==> src/rtl/elevator_scheduler_if.sv <==
// Call-button, car-position and command signals shared by the scheduler
// and the car controller that drives it.
interface elevator_scheduler_if #(
    parameter int NUM_FLOORS = 4,
    parameter int FLOOR_W    = 2
);
    logic [NUM_FLOORS-1:0] call_req;
    logic [FLOOR_W-1:0]    car_floor;
    logic                  car_arrived;
    logic [FLOOR_W-1:0]    target_floor;
    logic                  move_up;
    logic                  move_down;
    logic                  door_open;
    logic                  dir_up;
    logic [NUM_FLOORS-1:0] pending;
    logic                  busy;

    modport master (
        output call_req, car_floor, car_arrived,
        input  target_floor, move_up, move_down, door_open, dir_up, pending, busy
    );

    modport slave (
        input  call_req, car_floor, car_arrived,
        output target_floor, move_up, move_down, door_open, dir_up, pending, busy
    );
endinterface

==> src/rtl/elevator_scheduler.sv <==
// SCAN request scheduler for a single elevator car: latches calls, sequences
// moves floor to floor and times the door dwell at each served floor.
module elevator_scheduler #(
    parameter int NUM_FLOORS  = 4,
    parameter int FLOOR_W     = 2,
    parameter int DOOR_CYCLES = 3
) (
    input  logic                 clk,
    input  logic                 reset,
    elevator_scheduler_if.slave  bus
);
    localparam int TIMER_W = (DOOR_CYCLES > 1) ? $clog2(DOOR_CYCLES) : 1;
    localparam logic [TIMER_W-1:0] TIMER_LOAD   = TIMER_W'(DOOR_CYCLES - 1);
    // A same-floor call counts its own cycle as the first of a fresh dwell.
    localparam logic [TIMER_W-1:0] TIMER_RELOAD = TIMER_W'((DOOR_CYCLES > 1) ? DOOR_CYCLES - 2 : 0);
    localparam logic [FLOOR_W-1:0] TOP_FLOOR    = FLOOR_W'(NUM_FLOORS - 1);
    localparam logic [FLOOR_W-1:0] BOTTOM_FLOOR = '0;

    typedef enum logic [1:0] {
        IDLE = 2'd0,
        MOVE = 2'd1,
        DOOR = 2'd2
    } state_e;

    state_e                state_q, state_d;
    logic [NUM_FLOORS-1:0] pending_q, pending_d;
    logic [FLOOR_W-1:0]    target_q, target_d;
    logic                  move_up_q, move_up_d;
    logic                  move_down_q, move_down_d;
    logic                  door_open_q, door_open_d;
    logic                  dir_up_q, dir_up_d;
    logic                  busy_q, busy_d;
    logic [TIMER_W-1:0]    timer_q, timer_d;

    logic [NUM_FLOORS-1:0] above_mask, below_mask;
    logic                  any_above, any_below;
    logic                  ahead, behind;
    logic                  here_pending, here_call;
    logic [FLOOR_W-1:0]    near_up, near_down;
    logic                  start_move, enter_door, go_up;

    function automatic logic [FLOOR_W-1:0] nearest_above(
        input logic [NUM_FLOORS-1:0] pend,
        input logic [FLOOR_W-1:0]    from
    );
        logic [FLOOR_W-1:0] res;
        res = from;
        for (int i = NUM_FLOORS - 1; i >= 0; i--) begin
            if (pend[i] && (i > int'(from))) res = FLOOR_W'(i);
        end
        return res;
    endfunction

    function automatic logic [FLOOR_W-1:0] nearest_below(
        input logic [NUM_FLOORS-1:0] pend,
        input logic [FLOOR_W-1:0]    from
    );
        logic [FLOOR_W-1:0] res;
        res = from;
        for (int i = 0; i < NUM_FLOORS; i++) begin
            if (pend[i] && (i < int'(from))) res = FLOOR_W'(i);
        end
        return res;
    endfunction

    always_comb begin
        above_mask = '0;
        below_mask = '0;
        for (int i = 0; i < NUM_FLOORS; i++) begin
            above_mask[i] = (i > int'(bus.car_floor));
            below_mask[i] = (i < int'(bus.car_floor));
        end
    end

    assign any_above    = |(pending_q & above_mask);
    assign any_below    = |(pending_q & below_mask);
    assign ahead        = dir_up_q ? any_above : any_below;
    assign behind       = dir_up_q ? any_below : any_above;
    assign here_pending = pending_q[bus.car_floor];
    assign here_call    = bus.call_req[bus.car_floor];
    assign near_up      = nearest_above(pending_q, bus.car_floor);
    assign near_down    = nearest_below(pending_q, bus.car_floor);

    always_comb begin
        state_d     = state_q;
        pending_d   = pending_q | bus.call_req;
        target_d    = target_q;
        move_up_d   = 1'b0;
        move_down_d = 1'b0;
        door_open_d = 1'b0;
        dir_up_d    = dir_up_q;
        timer_d     = timer_q;
        start_move  = 1'b0;
        enter_door  = 1'b0;
        go_up       = dir_up_q;

        case (state_q)
            IDLE: begin
                if (here_pending || here_call) begin
                    enter_door = 1'b1;
                end else if (ahead) begin
                    start_move = 1'b1;
                end else if (behind) begin
                    start_move = 1'b1;
                    go_up      = ~dir_up_q;
                end
            end

            MOVE: begin
                // Between arrivals the target tracks the nearest call ahead,
                // so a closer new call retargets the car.
                if (bus.car_arrived && here_pending) begin
                    enter_door = 1'b1;
                end else if (ahead) begin
                    start_move = 1'b1;
                end else if (behind) begin
                    start_move = 1'b1;
                    go_up      = ~dir_up_q;
                end else begin
                    state_d = IDLE;
                end
            end

            DOOR: begin
                pending_d[bus.car_floor] = 1'b0;
                if (here_call) begin
                    door_open_d = 1'b1;
                    timer_d     = TIMER_RELOAD;
                end else if (timer_q != '0) begin
                    door_open_d = 1'b1;
                    timer_d     = timer_q - 1'b1;
                end else if (ahead) begin
                    start_move = 1'b1;
                end else if (behind) begin
                    start_move = 1'b1;
                    go_up      = ~dir_up_q;
                end else begin
                    state_d = IDLE;
                end
            end

            default: begin
                state_d = IDLE;
            end
        endcase

        if (enter_door) begin
            state_d                  = DOOR;
            door_open_d              = 1'b1;
            timer_d                  = TIMER_LOAD;
            pending_d[bus.car_floor] = 1'b0;
        end

        if (start_move) begin
            state_d     = MOVE;
            dir_up_d    = go_up;
            target_d    = go_up ? near_up : near_down;
            move_up_d   = go_up && (bus.car_floor != TOP_FLOOR);
            move_down_d = !go_up && (bus.car_floor != BOTTOM_FLOOR);
        end

        busy_d = (state_d != IDLE);
    end

    always_ff @(posedge clk) begin
        if (!reset) begin
            state_q     <= IDLE;
            pending_q   <= '0;
            target_q    <= '0;
            move_up_q   <= 1'b0;
            move_down_q <= 1'b0;
            door_open_q <= 1'b0;
            dir_up_q    <= 1'b1;
            busy_q      <= 1'b0;
            timer_q     <= '0;
        end else begin
            state_q     <= state_d;
            pending_q   <= pending_d;
            target_q    <= target_d;
            move_up_q   <= move_up_d;
            move_down_q <= move_down_d;
            door_open_q <= door_open_d;
            dir_up_q    <= dir_up_d;
            busy_q      <= busy_d;
            timer_q     <= timer_d;
        end
    end

    assign bus.target_floor = target_q;
    assign bus.move_up      = move_up_q;
    assign bus.move_down    = move_down_q;
    assign bus.door_open    = door_open_q;
    assign bus.dir_up       = dir_up_q;
    assign bus.pending      = pending_q;
    assign bus.busy         = busy_q;
endmodule

==> src/flat_wrapper.sv <==
// flat-port wrapper written by rule: the top's interface ports become plain ports
module elevator_scheduler_flat 
#(
    parameter int NUM_FLOORS  = 4,
    parameter int FLOOR_W     = 2,
    parameter int DOOR_CYCLES = 3
)
  (clk, reset, bus_call_req, bus_car_floor, bus_car_arrived, bus_target_floor, bus_move_up, bus_move_down, bus_door_open, bus_dir_up, bus_pending, bus_busy);
  elevator_scheduler_if #(.NUM_FLOORS(NUM_FLOORS), .FLOOR_W(FLOOR_W)) bus_i ();
  input  logic clk;
  input  logic reset;
  input wire logic [$bits(bus_i.call_req)-1:0] bus_call_req;
  input wire logic [$bits(bus_i.car_floor)-1:0] bus_car_floor;
  input wire logic [$bits(bus_i.car_arrived)-1:0] bus_car_arrived;
  output wire logic [$bits(bus_i.target_floor)-1:0] bus_target_floor;
  output wire logic [$bits(bus_i.move_up)-1:0] bus_move_up;
  output wire logic [$bits(bus_i.move_down)-1:0] bus_move_down;
  output wire logic [$bits(bus_i.door_open)-1:0] bus_door_open;
  output wire logic [$bits(bus_i.dir_up)-1:0] bus_dir_up;
  output wire logic [$bits(bus_i.pending)-1:0] bus_pending;
  output wire logic [$bits(bus_i.busy)-1:0] bus_busy;
  assign bus_i.call_req = bus_call_req;
  assign bus_i.car_floor = bus_car_floor;
  assign bus_i.car_arrived = bus_car_arrived;
  assign bus_target_floor = bus_i.target_floor;
  assign bus_move_up = bus_i.move_up;
  assign bus_move_down = bus_i.move_down;
  assign bus_door_open = bus_i.door_open;
  assign bus_dir_up = bus_i.dir_up;
  assign bus_pending = bus_i.pending;
  assign bus_busy = bus_i.busy;
  elevator_scheduler #(.NUM_FLOORS(NUM_FLOORS), .FLOOR_W(FLOOR_W), .DOOR_CYCLES(DOOR_CYCLES)) u_core (.clk(clk), .reset(reset), .bus(bus_i));
endmodule
==> config.mk <==
export PLATFORM = sky130hd
export DESIGN_NAME = elevator_scheduler_flat
export DESIGN_NICKNAME = d
export VERILOG_FILES = /design/src/rtl/elevator_scheduler_if.sv /design/src/rtl/elevator_scheduler.sv /design/src/flat_wrapper.sv
export SDC_FILE = /design/constraint.sdc
export NUM_CORES = 1
export LEC_CHECK = 0
export ABC_CLOCK_PERIOD_IN_PS = 2500
export CAP_MARGIN = 20
export CORE_MARGIN = 8
export CORE_UTILIZATION = 35
export CTS_BUF_LIST = sky130_fd_sc_hd__clkbuf_16
export CTS_CLUSTER_SIZE = 24
export DETAILED_ROUTE_END_ITERATION = 8
export PLACE_DENSITY = 0.67
export SLEW_MARGIN = 10
export SYNTH_ARGS = -nofsm -noshare
export SYNTH_HDL_FRONTEND = slang
export SYNTH_SLANG_ARGS = --single-unit
==> constraint.sdc <==
create_clock -name clk -period 2.5 [get_ports clk]
set_input_delay 0.25 -clock clk [delete_from_list [all_inputs] [get_ports clk]]
set_output_delay 0.25 -clock clk [all_outputs]
set_load 0.02 [all_outputs]
==> metrics.cfg <==
[sta]
hold_viol_final=0
period_share_pct=81.4
tightestPinTransition_ps=534
final.setup.tns_ps=0
report.final.setup_viol=0
min_period_ps=2040
clock_skew_ps=1.15
drv_slew=0
slew_headroom_pct=64.4
grt_setup_unrepaired=no
timing.fmax_ghz=0.491

[power_and_ir_drop]
p_leak_nw=0.460
power_per_cell_area_nw_per_um2=735
power.total_uw=872
ir_drop_mv=0.684

[routing]
first_pass_iters=4
first_iter_violations=33
drtAntennaViolNets=0
drt-vias-per-instance=5.56
num_vias=856
drc=0
wire_per_inst_um=14.1
drt-total-wl_um=2170

[finish]
antenna_cells=0
fillCellCount=238
utilization_pct=48.8
syn2layout_area_growth_pct=34.3
fin_nets=135
drive_gt1_share_pct=12.9
instances_no_fill=154

[placement]
dp_hpwl_um=1650
port_buffers=19
gp_congestion=0.876
place_inst=150

[worst_setup_path]
cp-start-kind=input pin
path_max_fanout=6
critical_path.slowest_cell=mux4_2
required_ps=2620
crit_chain=clkdlybuf4s50_1 -> mux4_2 -> a22oi_2 -> a22oi_2 -> nor2_8 -> mux2i_1 -> nand2_1
end_kind=flip-flop
crit_family=multiplexers
cp_common_cell=a22oi_2
path_buf_inv=1
cp_data_arrival_time_ps=2150
max_stage_delay_ps=580
path_class=in -> reg

[global_routing]
antenna_found_initial=0
grt_remaining_overflow=0
grt_max_degree=14
grt_pass1_wl_um=3830
grt_pass1_vias=826
grt.total_usage_pct=11.0

[flow_run]
drv_cap=0

[synthesis]
avgSynthCellArea_um2=8.58
ys_seq_area_share_pct=34.0
synth-edff-count=0
synthDistinctLibCells=40
synthFlopType=dfxtp_1
ys_warn_count=0
netlist_area_um2=883
syn-num-nets=113
netlist_instances=103
ys_seq_elements=15
async_flop_share_pct=0

[clock_tree]
cts_tree=built
post_cts_buffers=0
clkTransAtPathRegs_ps=50
htreeDepth=1
cts_hold_buf=0
cts_inserted_buffers=3
clkLatencyLatePin_ps=250
clockBufferDepth=2
ctsResizeCount=0
cts_root_buf=clkbuf_16
clock_sinks=15

[floorplanning]
die_h_um=66.2
die_w_um=66.2
core_area_um2=2430
row_count=18
die_area_um2=4390
io_pins=20
start_util_pct=36.3

[hold_path]
hold_path.class=reg -> reg

[status]
status=complete, no violations

==> per-stage QoR <==
stage	hold WS, ps	instance area (µm²)	setup WS, ps
detailed placement	495	1110	195
CTS	518	1190	455
floorplan	365	883	632
global placement	512	1110	265
finish	527	1190	464
global route	532	1190	342
==> final cells by class <==
cell class	instances	area, µm²	area share (%)
multi-input combinational	75	531	44.7
sequential	15	300	25.3
timing repair buffer	21	205	17.3
clock buffer	3	75.1	6.33
tap	30	37.5	3.16
inverter	9	33.8	2.85
clock inverter	1	3.75	0.316
==> flip-flops by register name (all words and copies together), names as in the netlist <==
register / cells
u_core.bus.pending: 4
u_core.bus.door_open: 1
u_core.timer_q: 2
u_core.bus.dir_up: 1
u_core.bus.move_down: 1
u_core.bus.busy: 1
u_core.bus.target_floor: 2
u_core.bus.move_up: 1
u_core.state_q: 2
==> synth_stat cells (3+ instances only) <==
cell type / number / area, µm²
dfxtp_1: 15 / 300
nand2_1: 9 / 33.8
o21ai_0: 9 / 45.0
inv_1: 8 / 30.0
nor2_1: 8 / 30.0
a21oi_1: 5 / 25.0
a31oi_1: 5 / 31.3
buf_2: 3 / 15.0
nand3_1: 3 / 15.0
==> report_power, final <==
group          total [mW]  leakage [nW]  internal [mW]  switching (mW)
clock network       0.309        0.0423          0.212          0.0969
logic               0.262         0.293          0.122           0.140
registers           0.301         0.124          0.269          0.0317
total               0.872         0.460          0.603           0.269
==> routing by layer <==
layer | part of all wire (%) | wire (µm) | global-route usage [%] | vias up
li1 | - | - | - | 425
met1 | 45 | 983 | 12.4 | 417
met2 | 50 | 1080 | 18.6 | 12
met3 | 4.4 | 96 | 4.75 | 2
met4 | 0.37 | 8 | 2.67 | 0
met5 | 0 | 0 | 0 | -
==> logic make-up after synthesis <==
logic type / synth area share [%]
compound gates: 30.6
fa+ha+maj: 1.42
buf+inv: 5.95
flops: 34.0
mux: 7.37
simple gates: 20.7
==> layout by cell type (no fill, tap or decap), drive strengths merged, types with 3 or more instances in the layout <==
master         Yosys  layout
o21ai             11      11
nand2             10      10
inv                9      10
clkdlybuf4s50      0      19
a31oi              5       5
clkbuf             1       3
a21oi              5       5
dfxtp             15      15
nor2               9       9
nand3              3       3
==> worst paths after layout <==
| path | from | endpoint | slack, ps | cells after the start |
|---|---|---|---|---|
| hold / removal | u_core.bus.target_floor[0] | u_core.bus.target_floor[0] | 530 | 1 |
| setup reg to reg | u_core.bus.pending[2] | u_core.bus.dir_up | 640 | 6 |
| setup / recovery | bus_car_floor[0] | u_core.bus.dir_up | 460 | 7 |
| hold reg to reg | u_core.bus.target_floor[0] | u_core.bus.target_floor[0] | 530 | 1 |
Power figures use the tool's default switching activity.
